<file path="src/rtl/pll_lock_sequencer.sv">
// pll_lock_sequencer: synchronises PLL lock, sequences downstream reset release, tracks lock losses
module pll_lock_sequencer #(
  parameter int SYNC_STAGES   = 2,
  parameter int STABLE_CYCLES = 1024,
  parameter int HOLD_CYCLES   = 16,
  parameter int COUNT_WIDTH   = 8
) (
  input  logic                   clk,
  input  logic                   rst,
  input  logic                   pll_locked,
  input  logic                   clear_status,
  output logic                   sys_rst,
  output logic                   ready,
  output logic                   lost_lock,
  output logic [COUNT_WIDTH-1:0] loss_count,
  output logic [1:0]             seq_state
);
  localparam int CW = $clog2(STABLE_CYCLES > HOLD_CYCLES ? STABLE_CYCLES : HOLD_CYCLES) + 1;
  localparam logic [CW-1:0] STABLE_LAST = CW'(STABLE_CYCLES - 1);
  localparam logic [CW-1:0] HOLD_LAST   = CW'(HOLD_CYCLES - 1);
  typedef enum logic [1:0] {WAIT_LOCK = 2'd0, STABILIZE = 2'd1, HOLD_RST = 2'd2, RUN = 2'd3} state_t;
  state_t state;
  logic [SYNC_STAGES-1:0] sync;
  logic [CW-1:0] cnt;
  logic lock_s;
  assign lock_s    = sync[SYNC_STAGES-1];
  assign seq_state = state;
  // sys_rst/ready are set alongside each transition so they track the state with no lag
  always_ff @(posedge clk) begin
    if (rst) begin
      sync       <= '0;
      state      <= WAIT_LOCK;
      cnt        <= '0;
      sys_rst    <= 1'b1;
      ready      <= 1'b0;
      lost_lock  <= 1'b0;
      loss_count <= '0;
    end else begin
      sync <= {sync[SYNC_STAGES-2:0], pll_locked};
      if (clear_status) lost_lock <= 1'b0;
      case (state)
        WAIT_LOCK: if (lock_s) begin
          state <= STABILIZE;
          cnt   <= '0;
        end
        STABILIZE: if (!lock_s) begin
          state <= WAIT_LOCK;
          cnt   <= '0;
        end else if (cnt == STABLE_LAST) begin
          state <= HOLD_RST;
          cnt   <= '0;
        end else cnt <= cnt + 1'b1;
        HOLD_RST: if (!lock_s) begin
          state <= WAIT_LOCK;
          cnt   <= '0;
        end else if (cnt == HOLD_LAST) begin
          state   <= RUN;
          cnt     <= '0;
          sys_rst <= 1'b0;
          ready   <= 1'b1;
        end else cnt <= cnt + 1'b1;
        RUN: if (!lock_s) begin
          state      <= WAIT_LOCK;
          cnt        <= '0;
          sys_rst    <= 1'b1;
          ready      <= 1'b0;
          lost_lock  <= 1'b1;
          loss_count <= (&loss_count) ? loss_count : loss_count + 1'b1;
        end
        default: state <= WAIT_LOCK;
      endcase
    end
  end
endmodule

</file>
<file path="config.mk">
export PLATFORM = sky130hd
export DESIGN_NAME = pll_lock_sequencer
export DESIGN_NICKNAME = d
export VERILOG_FILES = /design/src/rtl/pll_lock_sequencer.sv
export SDC_FILE = /design/constraint.sdc
export NUM_CORES = 1
export LEC_CHECK = 0
export CAP_MARGIN = 0
export CORE_ASPECT_RATIO = 0.6
export CORE_UTILIZATION = 30
export CTS_BUF_LIST = sky130_fd_sc_hd__clkbuf_8 sky130_fd_sc_hd__clkbuf_16
export DETAILED_ROUTE_END_ITERATION = 6
export GPL_ROUTABILITY_DRIVEN = 0
export PLACE_DENSITY_LB_ADDON = 0.12
export SYNTH_ARGS = -nofsm -noshare
export SYNTH_HDL_FRONTEND = slang
export SYNTH_SLANG_ARGS = --single-unit
</file>
<file path="constraint.sdc">
create_clock -name clk -period 2.2 [get_ports clk]
set_input_delay 0.44 -clock clk [delete_from_list [all_inputs] [get_ports clk]]
set_output_delay 0.44 -clock clk [all_outputs]
set_load 0.05 [all_outputs]
</file>
======== Word level (Yosys, flattened, before mapping) ========
Cells that the tools add are included.
W data, S select, Z words.
operators by class
  bitwise operators ....................... 2
  reduce and logical (&&, ||, !) cells .... 7
  multiplexer cells ....................... 25
  add/sub/neg operators ................... 2
  eq/ne operators ......................... 11
operator list
  kind                     count
  $mux W11                 6
  $pmux W11 S4             1
  $mux W2                  6
  $add A11 B1 Y11 const B  1
  $eq A11 B10 Y1 const B   1
  $eq A11 B4 Y1 const B    1
  $mux W1                  9
  $add A8 B1 Y8 const B    1
  $ne A2 B2 Y1 const B     4
  $pmux W2 S4              1
  $reduce_and A4 Y1        2
  $reduce_and A8 Y1        1
  $ne A3 B3 Y1 const B     2
  $eq A2 B2 Y1 const B     2
  $pmux W1 S2              2
  $reduce_and A3 Y1        1
  $eq A2 B1 Y1 const B     1
  $logic_not A2 Y1         1
  $not A1 Y1               2
  $reduce_and A2 Y1        1
  $reduce_bool A2 Y1       1
storage, ports and cells
  bits of input ports ..................... 4
  register bits ........................... 26

======== Depth between registers and ports, before layout ========
  word-level depth ........................ 4
  gate-level depth with buffers ........... 7
  gate-level depth less buffers ........... 6

======== Worst setup path after synthesis ========
OpenSTA, ideal clock, no wires.
  path type ............................... register -> register
  from .................................... register state[0], in the netlist seq_state[0]
  to ...................................... register loss_count[5]
  setup time .............................. 0.070 ns
  setup slack ............................. 0.128 ns
  required time ........................... 2.130 ns
  arrival time ............................ 2.001 ns
  period minus slack after synthesis ...... 2.072 ns
  stages on the path, launching flop included .. 7
  path through ............................ dfxtp_1 > ha_1 > nand2b_2 > a21o_1 > buf_6 > or4_1 > a21oi_1
between the ends
  longest elaborated chain between the ends .. 2
ends and longest elaborated chain
  what                         RTL line  source
  start: declaration           22        state_t state;
  start signal: assignment     32        state <= WAIT_LOCK;
  start signal: assignment     43        state <= STABILIZE;
  start signal: assignment     47        state <= WAIT_LOCK;
  $eq A2 B2 Y1                 41        case (state)
  $reduce_and A3 Y1 (no line)  --
  end signal: assignment       68        loss_count <= (&loss_count) ? loss_count : loss_count + 1'b1;
  end: declaration             15        output logic [COUNT_WIDTH-1:0] loss_count,
Every way passes these cells.
A chain may end at the register's enable or synchronous reset.

======== Final worst setup path ========
  from .................................... register state[0], in the netlist seq_state[0]
  to ...................................... output port seq_state[0]
RTL lines
  what              RTL line  source
  end: declaration  16        output logic [1:0] seq_state
No word-level cell between the ends.

==> impl_metrics.toml <==
[floorplanning]
start_util_pct = 32.43
pin_count = 17
die_area_um2 = 5413
die_w_um = 94.32
core_area_um2 = 4731
row_count = 19
dieHeight_um = 57.39

[cts]
cts_buffer_depth = 2
cts_tree = "done"
ctsHtreeMaxLevel = 1
path_clk_slew_ns = 0.09
clock_sinks = 26
cts-root-buf = "clkbuf_8"
clk_latency_ns = 0.27
post_cts_buffers = 0
cts_made_buffers = 3
hold_buffers = 0
cts_resized = 0

[setup_path]
cp.required_ns = 1.76
cpMaxStageDelayCell = "clkdlybuf4s50_1"
cp-end-kind = "primary output"
crit_buf_inv = 1
worstSetupPathType = "reg -> out"
crit_fanout = 6
critPathTopFamily = "buffers and inverters"
worst_path_largest_cell_delay_ns = 0.84
startpoint_type = "flop"
cp_data_arrival_time_ns = 1.57
path_cells = "clkdlybuf4s50_1"

[power]
netSwitchingPower_mw = 0.3998
p_per_area_nw_per_um2 = 623.3
seq_power_share_pct = 44.2
pwr-share-clk_pct = 24.3
combPwrFrac_pct = 31.5
irDropWorstVdd_mv = 0.2526
switching_share_pct = 35.33
p_leak_nw = 0.5920
power.internal_mw = 0.7318

[timing]
min_period_ns = 2.007
slew_viol_final = 0
fmax_mhz = 498.4
setup_tns_ns = 0
relSlewSlack_pct = 66.00
hold_violations = 0
worst_slack_ns = 0.1934
finalSetupViolCount = 0
finClkSkew_ns = 0.001597
tightest_slew_ns = 0.5083
grt_setup_unrepaired = "false"
min_period_over_period_pct = 91.21

[layout]
diodes = 0
fill_cells = 496
syn2layout_area_growth_pct = 18.35
layout.nets = 209
drive_gt1_share_pct = 8.673

[synthesis]
synthFlopType = "dfxtp_1"
synth_top_cell_area_share_pct = 33.93
synth_area_leaders = "dfxtp_1, o2111ai_1, ha_1"
synth_largest_area_cell = "dfxtp_1"
seq_area_frac_synth_pct = 33.93
synth_nets = 194
synth.avg_cell_area_um2 = 8.382
ys_ff_latch = 26
yosysWarningCount = 0
ys_types = 46
ys_top_cells_by_count = "dfxtp_1, a21oi_1, nor2_1, o2111ai_1"
synthMostInstantiatedCell = "dfxtp_1"
synthCells = 183
synth_async_sr_flop_share_pct = 0
synth_edf_count = 0
synth_area_um2 = 1534

[global_route]
first_global_vias = 1334
grt_use_total_pct = 15.55
antenna_found_initial = 0
grt_start_max_net_pins = 23
grt_pass1_wl_um = 6610
grt_remaining_overflow = 0

[detailed_routing]
vias_per_cell = 5.506
drc = 0
drt_iter0_drc = 79
ant_nets = 0
routed_wl_um = 3888
wl_per_cell_um = 15.01
firstDrtPassIters = 4
vias = 1426

[place]
hpwl_um = 2770
place_ws_ns = 0.2728
port_buffers = 16

[worst_hold_path]
hold_path_class = "reg -> reg"

[flow_run]
drv_cap = 0

[outcome]
status = "finished clean"
logic make-up (layout without fill, tap and decap cells):
group / Yosys count / after routing / synth area share (%)
mux: 4 / 4 / 2.936
buf+inv: 24 / 37 / 7.097
compound gates: 56 / 56 / 25.77
xor+xnor: 3 / 3 / 1.713
fa+ha+maj: 7 / 7 / 5.709
simple gates: 63 / 63 / 22.84
flops: 26 / 26 / 33.93
metal layers:
metal / GRT usage, % / vias up / wire, um
met1: 23.75 / 668 / 2182
met3: 3.600 / 2 / 190
met4: 2.857 / 0 / 15
met2: 22.05 / 29 / 1500
li1: - / 727 / -
met5: 0 / - / 0
stage by stage:
stage / hold WS (ns) / util (%) / cell area [um2] / power (mW) / std cells
finish: 0.4460 / 38.38 / 1815 / 1.132 / 259
global route: 0.4644 / 38.38 / 1815 / 1.186 / 259
CTS: 0.4526 / 38.38 / 1815 / 1.136 / 259
detailed placement: 0.4303 / 37.50 / 1774 / 0.8565 / 256
global placement: 0.4178 / 37.50 / 1774 / 0.8568 / 256
floorplan: 0.4138 / - / 1534 / 0.7473 / 183
placed cells by master (no fill, tap or decap), types with 2 or more instances in the layout:
| cell | synthesis | routed |
|---|---|---|
| dfxtp_1 | 26 | 26 |
| clkdlybuf4s50_1 | 0 | 16 |
| nor2_1 | 11 | 11 |
| a21oi_1 | 11 | 11 |
| o2111ai_1 | 11 | 11 |
| inv_1 | 10 | 10 |
| nand2_1 | 10 | 10 |
| nand3_1 | 9 | 9 |
| a31oi_1 | 8 | 8 |
| o211ai_1 | 7 | 7 |
| ha_1 | 7 | 7 |
| buf_4 | 1 | 7 |
| and3_1 | 5 | 5 |
| nor3_1 | 5 | 5 |
| o21ai_0 | 4 | 4 |
| nor2b_1 | 3 | 3 |
| or4_1 | 3 | 3 |
| mux2i_1 | 3 | 3 |
| nand2b_1 | 3 | 3 |
| o221ai_1 | 3 | 3 |
| o31ai_1 | 3 | 3 |
| clkbuf_8 | 0 | 3 |
| a211oi_1 | 2 | 2 |
| xnor2_1 | 2 | 2 |
| nand4_1 | 2 | 2 |
| nor4b_1 | 2 | 2 |
final cells by class:
cell class | instances | area, um2 | share of cell area [%]
Multi-Input combinational cell | 133 | 904.6 | 49.83
Sequential cell | 26 | 520.5 | 28.67
Timing Repair Buffer | 24 | 232.7 | 12.82
Tap cell | 63 | 78.83 | 4.342
Clock buffer | 3 | 41.29 | 2.274
Inverter | 10 | 37.54 | 2.068
final timing paths:
| kind | from | endpoint | slack [ns] | cells after the start |
|---|---|---|---|---|
| worst min register to register | sync[0] | sync[1] | 0.45 | 1 |
| worst max-delay path | seq_state[0] | seq_state[0] | 0.19 | 1 |
| worst min-delay path | sync[0] | sync[1] | 0.45 | 1 |
| worst max register to register | seq_state[0] | loss_count[5] | 0.26 | 5 |
power groups by stage:
stage	registers [mW]	logic [mW]	clock network, mW
CTS	0.500	0.349	0.287
global route	0.502	0.385	0.299
floorplan	0.535	0.212	0
detailed placement	0.511	0.345	0
global placement	0.508	0.349	0
finish	0.500	0.357	0.275
state kept, by name, indices dropped and copies added (netlist names):
name,cells
sys_rst,1
ready,1
sync,2
seq_state,2
cnt,11
lost_lock,1
loss_count,8
No activity file was read; power rests on OpenSTA's default activity.
